`config.mk`:
```
export PLATFORM = sky130hd
export DESIGN_NAME = button_conditioner
export DESIGN_NICKNAME = d
export VERILOG_FILES = /design/src/rtl/button_conditioner.sv
export SDC_FILE = /design/constraint.sdc
export NUM_CORES = 1
export LEC_CHECK = 0
export CAP_MARGIN = 0
export CORE_MARGIN = 5
export CORE_UTILIZATION = 55
export CTS_CLUSTER_SIZE = 20
export DETAILED_ROUTE_END_ITERATION = 8
export DONT_BUFFER_PORTS = 1
export GPL_ROUTABILITY_DRIVEN = 0
export PLACE_DENSITY = 0.66
export SYNTH_ARGS = -nofsm -noshare
export SYNTH_HDL_FRONTEND = slang
export SYNTH_SLANG_ARGS = --single-unit
export TNS_END_PERCENT = 5
```
`constraint.sdc`:
```
create_clock -name i_clk -period 2.33 [get_ports i_clk]
set_clock_uncertainty 0.1 [all_clocks]
set_input_delay 0.233 -clock i_clk [delete_from_list [all_inputs] [get_ports i_clk]]
set_output_delay 0.233 -clock i_clk [all_outputs]
set_load 0.1 [all_outputs]
```
`src/rtl/button_conditioner.sv`:
```
// Push-button front end: two-flop synchroniser, counting debouncer and a
// press/hold/auto-repeat FSM producing single-cycle count-up requests.
module button_conditioner #(
    parameter int DEBOUNCE_CYCLES      = 4,
    parameter int REPEAT_DELAY_CYCLES  = 20,
    parameter int REPEAT_PERIOD_CYCLES = 8
) (
    input  logic i_clk,
    input  logic i_rst,
    input  logic i_button,
    output logic o_pressed,
    output logic o_clickPulse,
    output logic o_releasedPulse,
    output logic o_repeating
);

    localparam int DW       = $clog2(DEBOUNCE_CYCLES + 1);
    localparam int HOLD_MAX = (REPEAT_DELAY_CYCLES > REPEAT_PERIOD_CYCLES) ?
                              REPEAT_DELAY_CYCLES : REPEAT_PERIOD_CYCLES;
    localparam int HW       = $clog2(HOLD_MAX + 1);

    localparam logic [DW-1:0] DB_LAST     = DW'(DEBOUNCE_CYCLES - 1);
    localparam logic [HW-1:0] DELAY_LAST  = HW'((REPEAT_DELAY_CYCLES == 0) ? 0 : REPEAT_DELAY_CYCLES - 1);
    localparam logic [HW-1:0] PERIOD_LAST = HW'(REPEAT_PERIOD_CYCLES - 1);

    typedef enum logic [1:0] {
        ST_IDLE,
        ST_HELD,
        ST_REPEAT
    } state_t;

    logic          r_sync1;
    logic          r_sync2;
    logic          r_stable;
    logic [DW-1:0] r_dbCnt;

    state_t        r_state;
    state_t        w_stateNext;
    logic [HW-1:0] r_holdCnt;
    logic [HW-1:0] w_holdNext;
    logic          w_click;
    logic          w_release;

    logic          r_pressed;
    logic          r_clickPulse;
    logic          r_releasedPulse;
    logic          r_repeating;

    always_ff @(posedge i_clk or posedge i_rst) begin
        if (i_rst) begin
            r_sync1  <= 1'b0;
            r_sync2  <= 1'b0;
            r_stable <= 1'b0;
            r_dbCnt  <= '0;
        end else begin
            r_sync1 <= i_button;
            r_sync2 <= r_sync1;
            // Any sample matching the accepted level restarts the run count.
            if (r_sync2 == r_stable) begin
                r_dbCnt <= '0;
            end else if (r_dbCnt == DB_LAST) begin
                r_stable <= r_sync2;
                r_dbCnt  <= '0;
            end else begin
                r_dbCnt <= r_dbCnt + 1'b1;
            end
        end
    end

    always_ff @(posedge i_clk or posedge i_rst) begin
        if (i_rst) begin
            r_state         <= ST_IDLE;
            r_holdCnt       <= '0;
            r_pressed       <= 1'b0;
            r_clickPulse    <= 1'b0;
            r_releasedPulse <= 1'b0;
            r_repeating     <= 1'b0;
        end else begin
            r_state         <= w_stateNext;
            r_holdCnt       <= w_holdNext;
            r_pressed       <= r_stable;
            r_clickPulse    <= w_click;
            r_releasedPulse <= w_release;
            r_repeating     <= (w_stateNext == ST_REPEAT);
        end
    end

    always_comb begin
        w_stateNext = r_state;
        w_holdNext  = r_holdCnt;
        w_click     = 1'b0;
        w_release   = 1'b0;
        unique case (r_state)
            ST_IDLE: begin
                if (r_stable) begin
                    w_click     = 1'b1;
                    w_holdNext  = '0;
                    w_stateNext = ST_HELD;
                end
            end
            ST_HELD: begin
                // Release is checked first so it wins over a due repeat.
                if (!r_stable) begin
                    w_release   = 1'b1;
                    w_holdNext  = '0;
                    w_stateNext = ST_IDLE;
                end else if (REPEAT_DELAY_CYCLES != 0) begin
                    if (r_holdCnt == DELAY_LAST) begin
                        w_click     = 1'b1;
                        w_holdNext  = '0;
                        w_stateNext = ST_REPEAT;
                    end else begin
                        w_holdNext = r_holdCnt + 1'b1;
                    end
                end
            end
            ST_REPEAT: begin
                if (!r_stable) begin
                    w_release   = 1'b1;
                    w_holdNext  = '0;
                    w_stateNext = ST_IDLE;
                end else if (r_holdCnt == PERIOD_LAST) begin
                    w_click    = 1'b1;
                    w_holdNext = '0;
                end else begin
                    w_holdNext = r_holdCnt + 1'b1;
                end
            end
            default: begin
                w_holdNext  = '0;
                w_stateNext = ST_IDLE;
            end
        endcase
    end

    assign o_pressed       = r_pressed;
    assign o_clickPulse    = r_clickPulse;
    assign o_releasedPulse = r_releasedPulse;
    assign o_repeating     = r_repeating;

endmodule

```
After elaboration in Yosys (flattened, before gate mapping)
Cells that the tools add are included.
Widths: inputs -> output; s select.

storage, ports and cells
  flip-flop bits (word level) = 17
  output and inout bits = 4

cells by class
  bitwise operators = 1
  reduce and logical (&&, ||, !) cells = 3
  muxes and demuxes = 21
  $add $sub $neg = 2
  equal/unequal tests = 8

operators with widths
  operator             number
  $mux 5               5
  $pmux 5 s3           1
  $mux 2               4
  $mux 1               7
  $mux 3               2
  $pmux 2 s3           1
  $add 5x1->5 const B  1
  $eq 5x3->1 const B   1
  $eq 5x5->1 const B   1
  $eq 2x2->1 const B   2
  $add 3x1->3 const B  1
  $eq 3x2->1 const B   1
  $pmux 1 s3           1
  $eq 2x1->1 const B   1
  $logic_not 2->1      1
  $ne 2x2->1 const B   1
  $reduce_and 2->1     1
  $reduce_or 2->1      1
  $eq 1x1->1           1
  $not 1->1            1

Depth between registers and ports, before layout
  word-level depth = 5
  gate-level depth with buffers = 5
  gate-level depth less buffers = 5

Worst setup path after synthesis
No wires, ideal clock.

  kind = register -> register
  start = register r_state[0]
  end = register r_holdCnt[3]
  buffers on the path = 0
  stages on the path, launching flop included = 6
  setup slack = 0.713 ns
  arrival time = 1.396 ns
  cells stage by stage = dfrtp_1 > inv_1 > ha_1 > or3b_1 > a21bo_1 > a22o_1

on the way
  longest elaborated chain between the ends = 2

ends and longest elaborated chain
  item                                      RTL line  text
  start: declaration                        37        state_t r_state;
  start signal: assignment                  79        r_state <= w_stateNext;
  $eq 2x2->1, or another cell as far along  93        unique case (r_state)
  $pmux 5 s3 or $ne 2x2->1 (tied branches)  --
  end signal: assignment                    80        r_holdCnt <= w_holdNext;
  end: declaration                          39        logic [HW-1:0] r_holdCnt;

Several ways; a longest one is shown, not always the timed one.
A chain may end at the register's enable or synchronous reset.

Worst setup path after layout
  start = register r_state[1]
  end = register r_holdCnt[3]

Same word-level chain as after synthesis.

==> flow_summary.json <==
{
  "end_kind": "flop",
  "coreArea_um2": 1490,
  "switching_power_mw": 0.460,
  "cts.sinks": 17,
  "fin_area_um2": 910,
  "worstHoldEndpoint": "r_sync2",
  "synth_area_per_cell_um2": 11.2,
  "ff_latch_area_um2": 425,
  "cts_hold_buf": 2,
  "grt_max_degree": 18,
  "worstPathRequired_ps": 2420,
  "cts_buffers": 3,
  "pin_count": 7,
  "clk_pin_slew_ps": 100,
  "min_from": "r_sync1",
  "netlist_area_um2": 853,
  "cts_max_level": 1,
  "ys_top_cells_by_area": "dfrtp_1, ha_1, inv_1",
  "grt_overflow_total": 0,
  "dp_hpwl_um": 1010,
  "p_seq_frac": 0.603,
  "num_rows": 14,
  "post-route-period-util": 0.754,
  "swShare": 0.468,
  "post_cts_resized": 0,
  "combPwrFrac": 0.238,
  "tightest_slew_ps": 869,
  "ys_seq_area_frac": 0.499,
  "fin_cells": 97,
  "dpl_worst_slack_ps": 588,
  "die_h_um": 49.4,
  "pwr-share-clk": 0.159,
  "path_class": "reg2reg",
  "synth_cells": 76,
  "r2r_cells": 5,
  "min_path_type": "reg2reg",
  "r2r_end": "r_holdCnt[3]",
  "maxSlewViolCount": 0,
  "cts_tree": "done",
  "final_nets": 91,
  "multi_input_area_um2": 390,
  "drive_gt1_frac": 0.0864,
  "grt_pass1_vias": 552,
  "ys_types": 32,
  "placed_cells": 91,
  "min_path_cells": 0,
  "wl_met3_um": 80,
  "drt_iter0_markers": 12,
  "ant_nets": 0,
  "n_antenna_cell": 0,
  "die_w_um": 49.4,
  "viasPerCell": 5.93,
  "wl_met1_um": 633,
  "rsz0062_at_grt": "no",
  "synth_area_leader_cell": "dfrtp_1",
  "post-route-drc-count": 0,
  "dpl_cell_area_um2": 862,
  "total_power_mw": 0.983,
  "dr.pass1.iters": 4,
  "fmax_mhz": 569,
  "dieArea_um2": 2440,
  "peakVddDrop_mv": 0.540,
  "grt_usage": 0.138,
  "period_needed_ps": 1760,
  "synth-warning-count": 0,
  "status": "finished, final reports clean",
  "setup_tns_ps": 0,
  "wl_met2_um": 652,
  "wl_um": 1400,
  "cp_max_fo": 6,
  "yosysTopAreaCellShare": 0.499,
  "antenna_found_initial": 0,
  "area_delta_synth_final_pct": 6.60,
  "synth-seq-cells": 17,
  "start_util": 0.573,
  "top_layer_used": "met4",
  "crit_arrival_ps": 1840,
  "cts_buffer_depth": 2,
  "maxCapViolCount": 0,
  "p_int_mw": 0.523,
  "max-slew-margin-rel": 0.421,
  "crit-reg2reg-launch": "r_state[1]",
  "setup_ws_ps": 574,
  "power.density_nw_per_um2": 1080,
  "p_leak_nw": 0.427,
  "syn_nets": 85,
  "reg2reg_setup_slack_ps": 570,
  "clock_latency_ps": 290,
  "final_hold_viol_count": 0,
  "cts-root-buf": "clkbuf_4",
  "nFillCells": 138,
  "wl_per_cell_um": 14.4,
  "grt_pass1_wl_um": 2580,
  "portBuffers": 0,
  "setup_viol": 0,
  "num_vias": 575,
  "start_kind": "flop",
  "postCtsSetupBuffers": 0
}
[how the worst max path moves through the flow]
stage | from | endpoint | slack, ps | cells after the start
2_1_floorplan | r_state[0] | r_holdCnt[3] | 710 | 5
3_3_place_gp | r_state[0] | o_clickPulse | 610 | 5
3_5_place_dp | r_state[1] | r_holdCnt[2] | 590 | 5
4_1_cts | r_state[1] | r_holdCnt[2] | 580 | 5
5_1_grt | r_state[1] | r_holdCnt[3] | 440 | 5
6_report | r_state[1] | r_holdCnt[3] | 570 | 5
[routing by layer]
metal | GRT usage | vias up
met3 | 0.0275 | 3
met1 | 0.185 | 266
met5 | 0 | -
met4 | 0.0917 | 0
li1 | - | 282
met2 | 0.197 | 24
[synthesized netlist by cell type]
cell type / n
a21bo_1: 1
a211oi_1: 1
nor2_1: 2
nand3_1: 4
a22o_2: 1
a21o_1: 1
and3_1: 2
dfrtp_1: 17
xnor2_1: 2
and4bb_2: 1
and2b_1: 1
nor2b_1: 2
buf_6: 1
maj3_1: 1
a22o_1: 2
or3b_1: 2
o21ai_0: 4
nand2_1: 3
inv_1: 7
ha_1: 6
nor3_1: 1
o211ai_1: 1
o31ai_1: 2
mux2_2: 1
a21oi_1: 1
or2b_1: 1
nand2b_1: 1
o211a_1: 1
a22oi_1: 1
nor3b_1: 3
o2111ai_1: 1
nand3b_1: 1
[sequential cells by signal, summed over array words and instances (netlist names)]
register	flops
r_sync1	1
r_sync2	1
r_holdCnt	5
o_repeating	1
r_dbCnt	3
r_stable	1
o_releasedPulse	1
o_pressed	1
r_state	2
o_clickPulse	1
[critical path: stages, from the launching register on]
cell	delay, ps
dfrtp_1	450
inv_1	90
ha_1	240
o211ai_1	370
o21ai_0	160
a22o_1	240
[area by class of cell]
| cell class | instances | area share |
|---|---|---|
| flip-flops and latches | 17 | 0.468 |
| multi-input cells | 51 | 0.429 |
| inverters | 7 | 0.0289 |
| clock buffers | 3 | 0.0248 |
| repair buffers | 2 | 0.0220 |
| well taps | 16 | 0.0220 |
| clock inverters | 1 | 0.00550 |
[cells in the final DEF, fill, tap and decap left out, drive strengths merged]
cell type	Yosys	final
clkinv	0	1
maj3	1	1
or3b	2	2
a22o	3	3
and3	2	2
nor3	1	1
o31ai	2	2
mux2	1	1
nor2	2	2
a21o	1	1
o211ai	1	1
dfrtp	17	17
ha	6	6
o211a	1	1
inv	7	7
o2111ai	1	1
o21ai	4	4
nand3	4	4
nand2	3	3
clkbuf	0	3
and2b	1	1
a211oi	1	1
a21oi	1	1
nand2b	1	1
dlygate4sd3	0	2
nor2b	2	2
a22oi	1	1
xnor2	2	2
nand3b	1	1
or2b	1	1
and4bb	1	1
nor3b	3	3
a21bo	1	1
[power by group through the flow]
stage	logic, mW	clock network (mW)	registers (mW)
2_1_floorplan	0.220	0	0.570
3_5_place_dp	0.230	0	0.600
5_1_grt	0.271	0.180	0.604
3_3_place_gp	0.226	0	0.601
4_1_cts	0.234	0.163	0.593
6_report	0.234	0.156	0.593
[cell families after synthesis]
group,after synthesis,share of synthesized area
simple gates,24,0.176
compound gates,17,0.148
flops,17,0.499
buf+inv,8,0.0440
fa+ha+maj,7,0.0997
xor+xnor,2,0.0205
mux,1,0.0132
[stage by stage]
stage | hold slack [ps] | util
floorplan | 59.1 | -
global placement | 143 | 0.579
detailed placement | 135 | 0.579
CTS | 279 | 0.611
global route | 294 | 0.611
finish | 269 | 0.611
No activity file was read; power rests on OpenSTA's default activity.
